File: src/rtl/module_branch_predictor_if.sv
// Fetch/resolve bundle between the pipeline and the branch predictor.
// The pipeline drives lookups and EX results; the predictor returns redirect info.
interface module_branch_predictor_if #(
    parameter int WIDTH = 32
);
    logic [WIDTH-1:0] pc_f;
    logic             ex_valid;
    logic             ex_is_branch;
    logic [WIDTH-1:0] ex_pc;
    logic             ex_taken;
    logic [WIDTH-1:0] ex_target;
    logic             ex_pred_taken;
    logic [WIDTH-1:0] ex_pred_target;
    logic [WIDTH-1:0] pred_target;
    logic [1:0]       pc_sel;
    logic             mispredict;
    logic [WIDTH-1:0] recovery_pc;

    modport master (
        output pc_f, ex_valid, ex_is_branch, ex_pc, ex_taken,
        output ex_target, ex_pred_taken, ex_pred_target,
        input  pred_target, pc_sel, mispredict, recovery_pc
    );

    modport slave (
        input  pc_f, ex_valid, ex_is_branch, ex_pc, ex_taken,
        input  ex_target, ex_pred_taken, ex_pred_target,
        output pred_target, pc_sel, mispredict, recovery_pc
    );
endinterface

File: src/rtl/module_branch_predictor.sv
// Direct-mapped BTB with 2-bit saturating direction counters.
// Zero-latency fetch lookup; EX resolution updates on the next edge.
module module_branch_predictor #(
    parameter int WIDTH   = 32,
    parameter int ENTRIES = 16
) (
    input logic clk,
    input logic rst_n,
    module_branch_predictor_if.slave bp
);
    localparam int IDX = $clog2(ENTRIES);
    localparam int TW  = WIDTH - IDX - 2;

    typedef enum logic [1:0] {
        SNT = 2'b00,
        WNT = 2'b01,
        WT  = 2'b10,
        ST  = 2'b11
    } cnt_e;

    logic             valid_q [ENTRIES];
    logic             valid_d [ENTRIES];
    logic [TW-1:0]    tag_q   [ENTRIES];
    logic [TW-1:0]    tag_d   [ENTRIES];
    logic [WIDTH-1:0] tgt_q   [ENTRIES];
    logic [WIDTH-1:0] tgt_d   [ENTRIES];
    cnt_e             cnt_q   [ENTRIES];
    cnt_e             cnt_d   [ENTRIES];

    logic [IDX-1:0] f_idx, e_idx;
    logic [TW-1:0]  f_tag, e_tag;
    logic           hit_f, hit_e, pred_taken_f;
    logic           resolve, wrong;
    cnt_e           cnt_nx;
    logic           unused_pc_lsbs;

    assign f_idx = bp.pc_f[IDX+1:2];
    assign f_tag = bp.pc_f[WIDTH-1:IDX+2];
    assign e_idx = bp.ex_pc[IDX+1:2];
    assign e_tag = bp.ex_pc[WIDTH-1:IDX+2];

    // Word-aligned PCs never use the byte offset bits.
    assign unused_pc_lsbs = ^{bp.pc_f[1:0], bp.ex_pc[1:0]};

    // Fetch lookup and resolve-side hit detection against current contents.
    always_comb begin
        hit_f        = valid_q[f_idx] && (tag_q[f_idx] == f_tag);
        hit_e        = valid_q[e_idx] && (tag_q[e_idx] == e_tag);
        pred_taken_f = hit_f && (cnt_q[f_idx] == WT || cnt_q[f_idx] == ST);
        bp.pred_target = hit_f ? tgt_q[f_idx] : '0;
    end

    // Misprediction detection and next-PC select; silenced while in reset.
    always_comb begin
        resolve = bp.ex_valid && bp.ex_is_branch;
        wrong   = (bp.ex_taken != bp.ex_pred_taken) ||
                  (bp.ex_taken && (bp.ex_target != bp.ex_pred_target));
        bp.mispredict  = rst_n && resolve && wrong;
        bp.pc_sel      = 2'b00;
        bp.recovery_pc = '0;
        if (bp.mispredict) begin
            bp.pc_sel      = bp.ex_taken ? 2'b10 : 2'b11;
            bp.recovery_pc = bp.ex_taken ? bp.ex_target
                           : bp.ex_pc + {{(WIDTH-3){1'b0}}, 3'd4};
        end else if (rst_n && pred_taken_f) begin
            bp.pc_sel = 2'b01;
        end
    end

    // Counter next-state for the resolving entry: saturating up/down.
    always_comb begin
        cnt_nx = cnt_q[e_idx];
        unique case (cnt_q[e_idx])
            SNT: cnt_nx = bp.ex_taken ? WNT : SNT;
            WNT: cnt_nx = bp.ex_taken ? WT  : SNT;
            WT:  cnt_nx = bp.ex_taken ? ST  : WNT;
            ST:  cnt_nx = bp.ex_taken ? ST  : WT;
            default: cnt_nx = WNT;
        endcase
    end

    // Table update: train on hit, allocate on taken miss, ignore not-taken miss.
    always_comb begin
        valid_d = valid_q;
        tag_d   = tag_q;
        tgt_d   = tgt_q;
        cnt_d   = cnt_q;
        if (resolve) begin
            if (hit_e) begin
                cnt_d[e_idx] = cnt_nx;
                if (bp.ex_taken) tgt_d[e_idx] = bp.ex_target;
            end else if (bp.ex_taken) begin
                valid_d[e_idx] = 1'b1;
                tag_d[e_idx]   = e_tag;
                tgt_d[e_idx]   = bp.ex_target;
                cnt_d[e_idx]   = WT;
            end
        end
    end

    // Table state; reset clears everything and drops any in-flight update.
    always_ff @(posedge clk or negedge rst_n) begin
        if (!rst_n) begin
            for (int i = 0; i < ENTRIES; i++) begin
                valid_q[i] <= 1'b0;
                tag_q[i]   <= '0;
                tgt_q[i]   <= '0;
                cnt_q[i]   <= WNT;
            end
        end else begin
            valid_q <= valid_d;
            tag_q   <= tag_d;
            tgt_q   <= tgt_d;
            cnt_q   <= cnt_d;
        end
    end
endmodule

File: src/flat_wrapper.sv
// flat-port wrapper written by rule: the top's interface ports become plain ports
module module_branch_predictor_flat 
#(
    parameter int WIDTH   = 32,
    parameter int ENTRIES = 16
)
  (clk, rst_n, bp_pc_f, bp_ex_valid, bp_ex_is_branch, bp_ex_pc, bp_ex_taken, bp_ex_target, bp_ex_pred_taken, bp_ex_pred_target, bp_pred_target, bp_pc_sel, bp_mispredict, bp_recovery_pc);
  module_branch_predictor_if #(.WIDTH(WIDTH)) bp_i ();
  input logic clk;
  input logic rst_n;
  input wire logic [$bits(bp_i.pc_f)-1:0] bp_pc_f;
  input wire logic [$bits(bp_i.ex_valid)-1:0] bp_ex_valid;
  input wire logic [$bits(bp_i.ex_is_branch)-1:0] bp_ex_is_branch;
  input wire logic [$bits(bp_i.ex_pc)-1:0] bp_ex_pc;
  input wire logic [$bits(bp_i.ex_taken)-1:0] bp_ex_taken;
  input wire logic [$bits(bp_i.ex_target)-1:0] bp_ex_target;
  input wire logic [$bits(bp_i.ex_pred_taken)-1:0] bp_ex_pred_taken;
  input wire logic [$bits(bp_i.ex_pred_target)-1:0] bp_ex_pred_target;
  output wire logic [$bits(bp_i.pred_target)-1:0] bp_pred_target;
  output wire logic [$bits(bp_i.pc_sel)-1:0] bp_pc_sel;
  output wire logic [$bits(bp_i.mispredict)-1:0] bp_mispredict;
  output wire logic [$bits(bp_i.recovery_pc)-1:0] bp_recovery_pc;
  assign bp_i.pc_f = bp_pc_f;
  assign bp_i.ex_valid = bp_ex_valid;
  assign bp_i.ex_is_branch = bp_ex_is_branch;
  assign bp_i.ex_pc = bp_ex_pc;
  assign bp_i.ex_taken = bp_ex_taken;
  assign bp_i.ex_target = bp_ex_target;
  assign bp_i.ex_pred_taken = bp_ex_pred_taken;
  assign bp_i.ex_pred_target = bp_ex_pred_target;
  assign bp_pred_target = bp_i.pred_target;
  assign bp_pc_sel = bp_i.pc_sel;
  assign bp_mispredict = bp_i.mispredict;
  assign bp_recovery_pc = bp_i.recovery_pc;
  module_branch_predictor #(.WIDTH(WIDTH), .ENTRIES(ENTRIES)) u_core (.clk(clk), .rst_n(rst_n), .bp(bp_i));
endmodule
File: config.mk
export PLATFORM = sky130hd
export DESIGN_NAME = module_branch_predictor_flat
export DESIGN_NICKNAME = d
export VERILOG_FILES = /design/src/rtl/module_branch_predictor_if.sv /design/src/rtl/module_branch_predictor.sv /design/src/flat_wrapper.sv
export SDC_FILE = /design/constraint.sdc
export NUM_CORES = 2
export LEC_CHECK = 0
export BUFFER_PORTS_ARGS = -buffer_cell sky130_fd_sc_hd__buf_2
export CAP_MARGIN = 20
export CORE_MARGIN = 5
export CORE_UTILIZATION = 70
export CTS_BUF_LIST = sky130_fd_sc_hd__clkbuf_4 sky130_fd_sc_hd__clkbuf_8
export DETAILED_ROUTE_END_ITERATION = 7
export GPL_TIMING_DRIVEN = 0
export PLACE_DENSITY_LB_ADDON = 0.08
export REMOVE_ABC_BUFFERS = 1
export SLEW_MARGIN = 20
export SYNTH_ARGS = -nofsm -noshare
export SYNTH_HDL_FRONTEND = slang
export SYNTH_SLANG_ARGS = --single-unit
export TNS_END_PERCENT = 1
File: constraint.sdc
create_clock -name clk -period 9.45 [get_ports clk]
set_input_delay 0.945 -clock clk [delete_from_list [all_inputs] [get_ports clk]]
set_output_delay 0.945 -clock clk [all_outputs]
set_load 0.1 [all_outputs]
==> results summary <==
The commonest cells after synthesis are sky130_fd_sc_hd__dfrtp_1, sky130_fd_sc_hd__mux2_2, sky130_fd_sc_hd__mux4_2, sky130_fd_sc_hd__clkbuf_1, sky130_fd_sc_hd__nand2_1. The final clock period utilization by the worst path came out at 0.693. Clock-pin slew was measured on the worst setup and hold paths at 60 ps. The post-cts sizing count is 0. The global routing usage summed across all routing layers is 0.374.

The transition at the pin with the smallest max-transition slack came out at 1160 ps. The post-route clock skew is 34.0 ps. The headroom to the max-slew limit is 0.229. Yosys instantiated no cell more often than sky130_fd_sc_hd__dfrtp_1.

A synthesized cell averages 15.0 sq um. Detailed routing inserted a total of 32676 vias. The root cell of the clock tree is sky130_fd_sc_hd__clkbuf_8. The total power density per cell area is 188 nW/um^2. The number of flops mapped to enable cells by yosys is 0. The final-report hold violation count came out at 0. The setup TNS came out at 0 ps. The number of DRC markers in iteration 0 is 3319. In this run the cell area of the synthesized design comes to 50700 sq um. The reported max-cap violation count came out at 0.

The post-synthesis register bit count came out at 976. The endpoint identified for the worst register-to-register timing path is u_core.cnt_q[2]$_DFFE_PN1P_. The number of pins exceeding their max-slew limit in the final report came out at 0.

The critical path goes through buf_8 -> buf_16 -> buf_16 -> mux4_2 -> mux4_2 -> xnor2_1 -> nand4_1 -> nor2_1 -> nand4_1 -> buf_6 -> buf_8 -> buf_8 -> nor2b_1 -> buf_2. The wire length of the first global-routing pass is 220000 um. Synthesis handed over a netlist of 3392 instances. The min-delay analysis places its worst path in the category primary input to async pin. STA classifies the critical path endpoint as a primary output.

Setup repair after global routing left no endpoint under its margin. The final weighted congestion in routability-driven placement is 0.982. The portion of the post-synthesis area used by sequential elements is 0.482. Once detail routing completed, the nets flagged for antenna violations numbered 0. The worst ir drop on vdd came out at 0.175 mV. The estimated wirelength of the detail-placed design came out at 92000 um.

The final layout net count came out at 3619. The die height is 279 um. The number of global-route vias before repair is 35614. The startpoint-to-endpoint class of the critical path is primary input to primary output. The largest buffer count on any clock path came out at 3. The most used flip-flop cell after synthesis is sky130_fd_sc_hd__dfrtp_1. The fraction of registers with async set or reset after synthesis came out at 1.00. At the later pin of the worst-skew pair, clock insertion delay measures 820 ps. After layout, the worst setup slack is 2900 ps. In this design, the critical path's most frequently occurring cell is sky130_fd_sc_hd__buf_8. The leakage component of the power came out at 0.0259 uW.

Sorting the synthesized cells by area gives the leading types as sky130_fd_sc_hd__dfrtp_1, sky130_fd_sc_hd__mux2_2, sky130_fd_sc_hd__mux4_2, sky130_fd_sc_hd__clkbuf_1, sky130_fd_sc_hd__mux2i_1. In this run the count of I/O pins placed on the die edge is 201. The row count came out at 98.

The area growth from synthesis to final layout is 11.6%. The number of buffers and inverters on the critical path came out at 7. The count of buffers inserted at the top-level ports is 198. The critical path data arrival time is 5600 ps. The reg-to-reg startpoint is u_core.tag_q[210]$_DFFE_PN0P_.

The total overflow reported by the global router came out at 0. Hold timing on the final database bottoms out at a slack of 71.3 ps. The initial antenna violation count came to 14.

Counting the buffers created by CTS gives 157. The number of sinks handled by clock tree synthesis is 976. The flow ran to the end, and the final reports show no timing, DRC or antenna violations. The via count normalized by instance count is 7.18. The final wirelength came out at 144000 um. The number of different library cells in the post-synthesis netlist is 72.

The floorplan die area came out at 78000 sq um. The area share of the leading cell type in the synthesized netlist came out at 0.473. Among all stages on the critical path, the largest delay is contributed by sky130_fd_sc_hd__mux4_2. The worst setup path is launched from a primary input. The clock tree synthesis step divided the H-tree into 4 levels. The worst-case reg-to-reg path depth is 13. The number of endpoints failing setup at the final stage came out at 0. The first-pass iteration count of the detailed router came out at 5. The count of buffers added by post-CTS timing repair for setup is 0. On the worst path, the slowest cell contributes a delay of 640 ps. Prior to clock tree synthesis, the placed netlist has a worst setup slack of 2470 ps. The maximum clock frequency is 153 MHz. Across all register-to-register paths, the minimum setup slack is 3810 ps. The DRC violation count after routing came out at 0.

The total area inside the core boundary comes to 71700 sq um. After clock tree synthesis, the flow added hold-fix buffers numbering 0. The cell type with the highest aggregate area in the netlist is sky130_fd_sc_hd__dfrtp_1.

TritonCTS built the clock tree. The cell family contributing the most delay on the critical path is buffers and inverters. The total power draw is 10700 uW. The clock period could shrink to 6550 ps.

The fraction of layout cells with a size suffix above 1 came out at 0.538. Entering global routing, the biggest net connects 147 pins. The worst endpoint required time is 8510 ps. During synthesis, Yosys emitted a total of 0 warnings. The starting density of the core is 0.707. The maximum net fanout on the critical path is 78. The fraction of the core area covered by cells at the end of the flow is 0.789. The die is 279 um wide. In the final routed layout, each cell accounts on average for 31.6 um.
-- through the flow --
step | instances | instance area (sq um)
6_report | 4550 | 56600
5_1_grt | 4546 | 56600
4_1_cts | 4543 | 56600
3_5_place_dp | 4272 | 53300
3_3_place_gp | 4193 | 51200
2_1_floorplan | 3045 | 49000
-- registers in the layout, summed over array words and instances (netlist names) --
register,count
u_core.cnt_q,32
u_core.tag_q,416
u_core.tgt_q,512
u_core.valid_q,16
-- worst max-delay path by stage --
stage / startpoint / to / slack [ps] / cells after the start
after global placement: rst_n / bp_recovery_pc[21] / -17130 / 4
after detailed placement: bp_ex_pc[2] / u_core.tag_q[398]$_DFFE_PN0P_ / 2470 / 17
after floorplan: bp_ex_pc[3] / u_core.valid_q[11]$_DFFE_PN0P_ / 1150 / 8
after global routing: bp_pc_f[2] / bp_pc_sel[0] / 2760 / 14
after CTS: bp_pc_f[2] / bp_pred_target[23] / 2880 / 14
final: bp_pc_f[4] / bp_pred_target[23] / 2900 / 14
-- metal layers --
metal	vias to the layer above	share of wire	GRT usage
li1	13008	-	-
met1	17291	0.37	0.501
met2	1882	0.47	0.576
met3	485	0.10	0.109
met4	10	0.048	0.175
met5	-	0.00042	0
-- logic make-up after synthesis --
logic type      share of synthesized area
flops                               0.482
xor+xnor                           0.0167
buf+inv                            0.0367
simple gates                       0.0353
fa+ha+maj                         0.00138
compound gates                     0.0294
mux                                 0.399
-- worst register-to-register path: stages, from the launching register on --
cell,delay (ps)
sky130_fd_sc_hd__dfrtp_1,400
sky130_fd_sc_hd__mux4_2,550
sky130_fd_sc_hd__a221oi_1,330
sky130_fd_sc_hd__nor3_1,70
sky130_fd_sc_hd__o41ai_1,800
sky130_fd_sc_hd__nand4_1,400
sky130_fd_sc_hd__nor4_2,600
sky130_fd_sc_hd__buf_2,310
sky130_fd_sc_hd__buf_2,240
sky130_fd_sc_hd__buf_2,240
sky130_fd_sc_hd__buf_2,240
sky130_fd_sc_hd__buf_2,230
sky130_fd_sc_hd__nand4_1,640
sky130_fd_sc_hd__o21ai_0,490
-- layout make-up --
class,instances,area [sq um]
Timing Repair Buffer,277,2940
Multi-Input combinational cell,2039,24600
Sequential cell,976,24400
Clock buffer,253,3110
Clock inverter,18,204
Tap cell,950,1190
Fill cell,3980,15100
Inverter,30,113
Antenna cell,7,17.5
-- placed cells by master, fill, tap and decap left out, types with 7 or more instances in the layout --
cell,n
sky130_fd_sc_hd__dfrtp_1,960
sky130_fd_sc_hd__mux2_2,911
sky130_fd_sc_hd__mux4_2,386
sky130_fd_sc_hd__buf_2,194
sky130_fd_sc_hd__clkbuf_8,193
sky130_fd_sc_hd__nor2_1,80
sky130_fd_sc_hd__nand2_1,75
sky130_fd_sc_hd__clkbuf_4,60
sky130_fd_sc_hd__buf_16,55
sky130_fd_sc_hd__xnor2_1,51
sky130_fd_sc_hd__mux2i_1,51
sky130_fd_sc_hd__xor2_1,46
sky130_fd_sc_hd__nor2b_1,42
sky130_fd_sc_hd__a21oi_1,40
sky130_fd_sc_hd__inv_1,28
sky130_fd_sc_hd__o21ai_0,26
sky130_fd_sc_hd__nand4_1,24
sky130_fd_sc_hd__nor3_1,23
sky130_fd_sc_hd__or2_2,20
sky130_fd_sc_hd__nand3_1,19
sky130_fd_sc_hd__mux2_1,19
sky130_fd_sc_hd__o311ai_0,18
sky130_fd_sc_hd__nand2_4,16
sky130_fd_sc_hd__a31oi_4,16
sky130_fd_sc_hd__dfstp_2,16
sky130_fd_sc_hd__nor4_1,15
sky130_fd_sc_hd__mux4_1,15
sky130_fd_sc_hd__and3_1,13
sky130_fd_sc_hd__o32a_1,12
sky130_fd_sc_hd__buf_12,12
sky130_fd_sc_hd__buf_8,11
sky130_fd_sc_hd__o22ai_1,10
sky130_fd_sc_hd__a221oi_1,9
sky130_fd_sc_hd__mux2_4,9
sky130_fd_sc_hd__a22oi_1,8
sky130_fd_sc_hd__diode_2,7
-- report_power, final --
group	internal, uW	switching (uW)
sequential	4730	356
clock	2110	1700
combinational	996	769
No activity file was read; power rests on OpenSTA's default activity.
